<file path="config.mk">
export PLATFORM = sky130hd
export DESIGN_NAME = rr_arb_mux
export DESIGN_NICKNAME = d
export VERILOG_FILES = /design/src/rtl/rr_arb_mux.sv
export SDC_FILE = /design/constraint.sdc
export NUM_CORES = 1
export LEC_CHECK = 0
export BUFFER_PORTS_ARGS = -buffer_cell sky130_fd_sc_hd__buf_2
export CAP_MARGIN = 20
export CORE_AREA = 2 2 124 126
export CTS_CLUSTER_DIAMETER = 30
export DETAILED_ROUTE_END_ITERATION = 8
export DIE_AREA = 0 0 126 128
export PLACE_DENSITY_LB_ADDON = 0.3
export SLEW_MARGIN = 20
export SYNTH_ARGS = -nofsm -noshare
export SYNTH_HDL_FRONTEND = slang
export SYNTH_SLANG_ARGS = --single-unit
</file>
<file path="constraint.sdc">
create_clock -name clock -period 9.2 [get_ports clock]
set_input_delay 0.46 -clock clock [delete_from_list [all_inputs] [get_ports clock]]
set_output_delay 0.46 -clock clock [all_outputs]
set_load 0.05 [all_outputs]
</file>
<file path="src/rtl/rr_arb_mux.sv">
// -----------------------------------------------------------------------------
// rr_arb_mux
//
// N-channel arbitrating mux with a registered single-entry output stage.
// One of `channels` valid/ready input streams is picked each cycle, either by
// round-robin arbitration or by an explicit channel select in forced mode.
// The winning word is loaded into the output stage. The stage drains and
// reloads on the same edge, so it sustains one word per cycle.
//
// Parameters
//   bits        data width per channel
//   channels    number of input channels (2..16)
//   sel_bits    channel index width, ceil(log2(channels))
//
// Ports
//   clock       rising-edge clock
//   reset       synchronous, active-high reset
//   in_data     packed channel words, channel i at [i*bits +: bits]
//   in_valid    per-channel valid
//   in_ready    per-channel ready, one-hot or zero
//   force_en    1 = use force_sel, 0 = round-robin
//   force_sel   channel granted when force_en = 1
//   out_data    registered selected word
//   out_channel index of the channel that supplied out_data
//   out_valid   output stage holds a word
//   out_ready   consumer accepts the word this cycle
// -----------------------------------------------------------------------------
module rr_arb_mux #(
    parameter int bits     = 16,
    parameter int channels = 16,
    parameter int sel_bits = 4
) (
    input  logic                       clock,
    input  logic                       reset,
    input  logic [channels*bits-1:0]   in_data,
    input  logic [channels-1:0]        in_valid,
    output logic [channels-1:0]        in_ready,
    input  logic                       force_en,
    input  logic [sel_bits-1:0]        force_sel,
    output logic [bits-1:0]            out_data,
    output logic [sel_bits-1:0]        out_channel,
    output logic                       out_valid,
    input  logic                       out_ready
);

    localparam logic [sel_bits-1:0] last_idx = sel_bits'(channels - 1);

    // Output stage and round-robin pointer.
    logic [bits-1:0]     out_data_q,    out_data_d;
    logic [sel_bits-1:0] out_channel_q, out_channel_d;
    logic                out_valid_q,   out_valid_d;
    logic [sel_bits-1:0] ptr_q,         ptr_d;

    // Arbitration results.
    logic                hi_found, lo_found;
    logic [sel_bits-1:0] hi_idx,   lo_idx;
    logic                rr_found;
    logic [sel_bits-1:0] rr_idx;
    logic                forced_found;
    logic                grant_valid;
    logic [sel_bits-1:0] grant_idx;
    logic [bits-1:0]     grant_data;
    logic                can_load;
    logic                transfer;

    // -------------------------------------------------------------------------
    // Round-robin search.
    // The scan ptr, ptr+1, ... wraps at channels-1. It is split into two
    // fixed-priority searches: the lowest valid index at or above ptr
    // (hi_*), else the lowest valid index overall (lo_*). Both loops run from
    // the top down, so the lowest matching index is the last one written.
    // -------------------------------------------------------------------------
    always_comb begin
        // NOTE: every combinational output gets a default before any
        // conditional assignment, so no path leaves a latch behind.
        hi_found = 1'b0;
        hi_idx   = '0;
        lo_found = 1'b0;
        lo_idx   = '0;
        for (int i = channels - 1; i >= 0; i--) begin
            if (in_valid[i]) begin
                lo_found = 1'b1;
                lo_idx   = sel_bits'(i);
                if (sel_bits'(i) >= ptr_q) begin
                    hi_found = 1'b1;
                    hi_idx   = sel_bits'(i);
                end
            end
        end
        rr_found = hi_found | lo_found;
        rr_idx   = hi_found ? hi_idx : lo_idx;
    end

    // -------------------------------------------------------------------------
    // Forced select.
    // Matching force_sel against each real channel also covers the
    // out-of-range case: a select >= channels matches nothing and grants
    // nothing.
    // -------------------------------------------------------------------------
    always_comb begin
        forced_found = 1'b0;
        for (int i = 0; i < channels; i++) begin
            if (force_sel == sel_bits'(i) && in_valid[i]) begin
                forced_found = 1'b1;
            end
        end
    end

    // Grant, capacity and handshake.
    always_comb begin
        grant_valid = force_en ? forced_found : rr_found;
        grant_idx   = force_en ? force_sel    : rr_idx;

        // The stage can take a word when it is empty, or when its current
        // word leaves on this same edge.
        can_load = !out_valid_q || out_ready;

        // A granted channel is always valid, so ready alone makes a transfer.
        // Reset blocks acceptance so that no word is lost in the reset cycle.
        transfer = grant_valid && can_load && !reset;

        in_ready   = '0;
        grant_data = '0;
        for (int i = 0; i < channels; i++) begin
            if (grant_idx == sel_bits'(i)) begin
                in_ready[i] = transfer;
                grant_data  = in_data[i*bits +: bits];
            end
        end
    end

    // -------------------------------------------------------------------------
    // Next-state logic for the output stage and the pointer.
    // The pointer only advances on round-robin transfers. A forced transfer
    // leaves the pointer alone, so round-robin order resumes where it stopped.
    // -------------------------------------------------------------------------
    always_comb begin
        out_data_d    = out_data_q;
        out_channel_d = out_channel_q;
        out_valid_d   = out_valid_q;
        ptr_d         = ptr_q;

        if (transfer) begin
            out_data_d    = grant_data;
            out_channel_d = grant_idx;
            out_valid_d   = 1'b1;
            if (!force_en) begin
                ptr_d = (grant_idx == last_idx) ? '0 : grant_idx + sel_bits'(1);
            end
        end else if (out_ready) begin
            // Drain only: data and channel keep their last values.
            out_valid_d = 1'b0;
        end
    end

    // -------------------------------------------------------------------------
    // State registers.
    // out_data and out_channel are visible on the ports, so they are cleared
    // too, giving defined values straight out of reset.
    // -------------------------------------------------------------------------
    always_ff @(posedge clock) begin
        // NOTE: state is updated with non-blocking assignments, so all
        // registers take their new values together at the clock edge.
        if (reset) begin
            out_data_q    <= '0;
            out_channel_q <= '0;
            out_valid_q   <= 1'b0;
            ptr_q         <= '0;
        end else begin
            out_data_q    <= out_data_d;
            out_channel_q <= out_channel_d;
            out_valid_q   <= out_valid_d;
            ptr_q         <= ptr_d;
        end
    end

    assign out_data    = out_data_q;
    assign out_channel = out_channel_q;
    assign out_valid   = out_valid_q;

endmodule

</file>
Word level (Yosys, flattened, before mapping)
Index checks and enable logic that the tools add are counted.
W data, S select, Z words.
- bits in writable memories: 0
- bits in registers: 25
- ROM bits: 0
- output and inout bits: 37
- bits of input ports: 280
- memories: 0
- latch bits: 0
- logic and storage cells: 228
- divide/modulo/power cells: 0
- equal/unequal tests: 30
- multiplexer cells: 150
- magnitude comparators: 16
- multiply operators: 0
- add/subtract/negate cells: 1
- bitwise logic cells: 2
- reduce and logical (&&, ||, !) cells: 25
- shift-type cells: 0
- operators by type and width (operator ; number):
    $mux W16 ; 16
    $mux W4 ; 51
    $mux W1 ; 83
    $eq A4 B4 Y1 const B ; 16
    $eq A4 B3 Y1 const B ; 8
    $ge A4 B4 Y1 const A ; 8
    $logic_and A1 B1 Y1 ; 18
    $eq A4 B2 Y1 const B ; 4
    $ge A3 B4 Y1 const A ; 4
    $eq A4 B1 Y1 const B ; 2
    $ge A1 B4 Y1 const A ; 2
    $ge A2 B4 Y1 const A ; 2
    $logic_not A4 Y1 ; 2
    $add A4 B1 Y4 const B ; 1
    $logic_not A1 Y1 ; 2
    $reduce_and A2 Y1 ; 1
    $reduce_bool A2 Y1 ; 1
    $logic_or A1 B1 Y1 ; 1
    $not A1 Y1 ; 1
    $or A1 B1 Y1 ; 1

Logic depth before layout (Yosys ltp)
- depth in word-level cells: 52
- gate-level depth with buffers: 20
- gate-level depth less buffers: 18

Least setup slack after synthesis
No wires, ideal clock.
- path type: in2out
- start point: input in_valid[5]
- end point: output in_ready[10]
- slack: 4.760 ns
- data arrival time: 3.980 ns
- cell stages on the path: 15
- required time: 8.740 ns
- buffers on the path: 5
- path through: clkbuf_1 nor2_1 or2_2 o21a_1 nand4_1 nor3b_1 a311oi_1 mux2i_1 ha_1 clkbuf_1 clkbuf_1 clkbuf_1 clkbuf_1 nand2_1 nor2_1
- longest elaborated chain between the ends: 16
- elaborated cells on any way between the ends: 54
- classes of those cells: eq/ne (1); mux (49); bitwise (1); reduce/logical (3)
- ends and longest elaborated chain (item ; RTL line ; source):
    start: declaration ; 36 ; input logic [channels-1:0] in_valid,
    parallel branches: the longest is 15 deep, another holds $mux W4 ; -- ;
    $mux W1 * ; 125 ; if (grant_idx == sel_bits'(i)) begin
    end: declaration ; 37 ; output logic [channels-1:0] in_ready,
Every way passes the cells marked *.

Worst setup path in the final report
- start point: register ptr_q[1]
- end point: register out_data_q[7], in the netlist out_data[7]
- longest elaborated chain between the ends: 52
- elaborated cells on any way between the ends: 118
- classes of those cells: order compare (16); eq/ne (15); mux (83); bitwise (1); reduce/logical (3)
- ends and longest elaborated chain (item ; RTL line ; source):
    start: declaration ; 52 ; logic [sel_bits-1:0] ptr_q, ptr_d;
    start signal: assignment ; 173 ; ptr_q <= ptr_d;
    $ge A4 B4 Y1 ; 84 ; if (sel_bits'(i) >= ptr_q) begin
    $mux W4 or $mux W1 (tied branches) ; 84 ;
    $mux W4 or $mux W1 (tied branches) ; 81 ; if (in_valid[i]) begin
    $mux W4 or $mux W1 (tied branches) ; 84 ;
    $mux W4 or $mux W1 (tied branches) ; 81 ;
    $mux W4 or $mux W1 (tied branches) ; 84 ;
    $mux W4 or $mux W1 (tied branches) ; 81 ;
    $mux W4 or $mux W1 (tied branches) ; 84 ;
    (+23 left out) ; -- ;
    $mux W4 or $mux W1 (tied branches) ; 84 ;
    $mux W4 or $mux W1 (tied branches) ; 81 ;
    $mux W4 * ; 91 ; rr_idx = hi_found ? hi_idx : lo_idx;
    $mux W4 * ; 112 ; grant_idx = force_en ? force_sel : rr_idx;
    via grant_idx[0] ; 61 ; logic [sel_bits-1:0] grant_idx;
    $logic_not A4 Y1 ; 125 ;
    $mux W16 (15 in series) ; 125 ;
    $mux W16 * ; 125 ;
    end signal: assignment ; 170 ; out_data_q <= out_data_d;
    end: declaration ; 49 ; logic [bits-1:0] out_data_q, out_data_d;
Mark *: on every way through the listed nets, which the timed path passes. The rest lies on a longest branch.
A chain may end at the register's enable or synchronous reset.

==> out/qor.yml <==
synth.area.top_cells: "dfxtp_1 (11%), o21ai_0 (9.5%), a21oi_1 (7.7%)"
max_slew_margin_pct: 27.0
syn-cell-area_um2: 4540
place_hpwl_um: 19200
drv_cap: 0
place_inst: 1151
ant_nets: 0
row_count: 45
finalCritPeriodShare_pct: 63.0
synth_edf_count: 0
port_buffers: 316
final_common_cell: "buf_2"
outcome: "finished, final reports clean"
postCtsSetupBuffers: 0
drive_above_1_share_pct: 37.2
layout_setup_ws_ps: 3400
cts_tree: "done"
skew_ps: 10.7
initial_core_util_pct: 30.5
syn_avg_cell_area_um2: 6.35
cts.sink_count: 25
die_x_um: 126
drv_slew: 0
cts_htree_levels: 1
cts_buffers: 3
holdBufCountCts: 0
track_usage_pct: 29.0
pre_cts_ws_ps: 3520
max_slew.worst_pin.slew_ps: 1090
diodes: 0
critical_path_class: "flop to flop"
drt_iter0_markers: 733
first_pass_iters: 7
die_area_um2: 16100
grt_max_degree: 65
crit_fanout: 39
area_growth_pct: 36.7
synth_top_area_cell: "dfxtp_1"
routedWlPerCell_um: 21.9
async_flop_share_pct: 0
ys_ff_latch: 25
ios: 317
fmax_ghz: 0.172
coreArea_um2: 14900
vias_per_cell: 6.09
powerDensity_nw_per_um2: 118
seq_area_frac_synth_pct: 11.0
grt_pass1_vias: 6453
die_h_um: 128
final_cell_area_um2: 6200
vias: 7034
ys_warn_count: 0
rsz0062_at_grt: "no"
ir_drop_mv: 0.0649
cts.repair.resized: 0
startpoint_type: "flop"
hold_path_class: "flop to flop"
final_cells: 1155
cts.clk_slew.worst_paths_ps: 80
antenna_found_initial: 1
clockBufferDepth: 2
place.gp.congestion: 0.945
power_leakage_nw: 2.67
fin_nets: 1252
finalSetupViolations: 0
finalCriticalPeriod_ps: 5800
ys_types: 61
endpoint_kind: "flop"
nFillCells: 1683
clock_latency_ps: 270
grt-ovfl-total: 0
cts_root_buf: "clkbuf_16"
synthFlopType: "dfxtp_1"
synth_nets: 999
arrival_ps: 6000
hold_violations: 0
layout_common_cells: "buf_2 (316), o21ai_0 (86), a21oi_1 (70)"
yosys.area.top_type_share_pct: 11.0
placed_area_um2: 6120
routed_wirelength_um: 25300
remaining_drc_errors: 0
cp.required_ps: 9400
grt_pass1_wl_um: 37300
synthCells: 715
setup_tns_ps: 0
-- per-stage QoR --
step           total power, mW  utilization [%]  hold WS [ps]
3_5_place_dp             0.621             41.2           456
6_report                 0.733             41.7           464
3_3_place_gp             0.621             41.2           447
2_1_floorplan            0.452                -           650
5_1_grt                  0.780             41.7           476
4_1_cts                  0.727             41.7           464
-- where the power goes --
part	switching, mW	total [mW]	leakage (nW)	internal, mW
clock network	0.0458	0.105	0.0371	0.0593
logic	0.320	0.495	2.43	0.174
registers	0.0123	0.134	0.206	0.121
total	0.378	0.733	2.67	0.355
-- cell usage after synthesis, types with 5 or more instances --
| library cell | n |
|---|---|
| o21ai_0 | 86 |
| a21oi_1 | 70 |
| nand2_1 | 66 |
| clkbuf_1 | 58 |
| nand4_1 | 42 |
| nor2_1 | 40 |
| a22oi_1 | 35 |
| dfxtp_1 | 25 |
| nand3_1 | 24 |
| o211ai_1 | 21 |
| o221ai_1 | 20 |
| or3_1 | 20 |
| o22ai_1 | 19 |
| inv_1 | 16 |
| nor3_1 | 16 |
| buf_2 | 14 |
| o221a_2 | 11 |
| a211oi_1 | 9 |
| mux2i_1 | 9 |
| a221o_1 | 7 |
| a221oi_1 | 7 |
| a31oi_1 | 7 |
| a21boi_0 | 6 |
| nand2b_1 | 6 |
| nor4_1 | 6 |
| nor2b_1 | 5 |
| o31ai_1 | 5 |
-- routing by layer --
metal / global-route usage, % / routed length, um
met4: 6.27 / 469
met5: 0 / 11
met3: 4.13 / 1970
met2: 47.6 / 11900
met1: 40.4 / 10900
-- final timing paths --
check	start	end	slack (ps)	cells after the start
setup / recovery	ptr_q[1]	out_data[7]	3400	17
hold / removal	out_channel[2]	out_channel[2]	460	2
setup reg to reg	ptr_q[1]	out_data[7]	3400	17
hold reg to reg	out_channel[2]	out_channel[2]	460	2
-- sequential cells by signal (all words and copies together) (netlist names) --
register	flops
out_valid	1
ptr_q	4
out_channel	4
out_data	16
-- area by class of cell --
type	count	area [um2]	share of cell area [%]
Timing Repair Buffer	326	1660	26.7
Inverter	18	67.6	1.09
Tap cell	188	235	3.79
Clock inverter	1	7.51	0.121
Clock buffer	3	75.1	1.21
Multi-Input combinational cell	594	3660	59.0
Sequential cell	25	500	8.07
-- critical path: stages (launching register included) --
cell	delay (ps)
dfxtp_1	640
inv_1	230
a21o_1	240
a2111oi_2	450
nand4_1	180
nor3b_1	210
a311oi_1	320
mux2i_1	230
inv_1	140
ha_2	740
inv_1	690
nand2_1	680
o221ai_1	220
a21oi_1	180
mux2i_1	90
a32oi_1	160
o311ai_0	130
a21oi_1	170
-- logic make-up after synthesis --
logic type	Yosys count	share of synthesized area, %
flip-flops	25	11.0
multiplexers	11	2.48
buffers and inverters	96	8.65
adder cells (fa/ha/maj)	4	1.10
AO/OA/AOI/OAI	337	50.1
AND/OR/NAND/NOR	242	26.7
No activity file was read; power rests on OpenSTA's default activity.
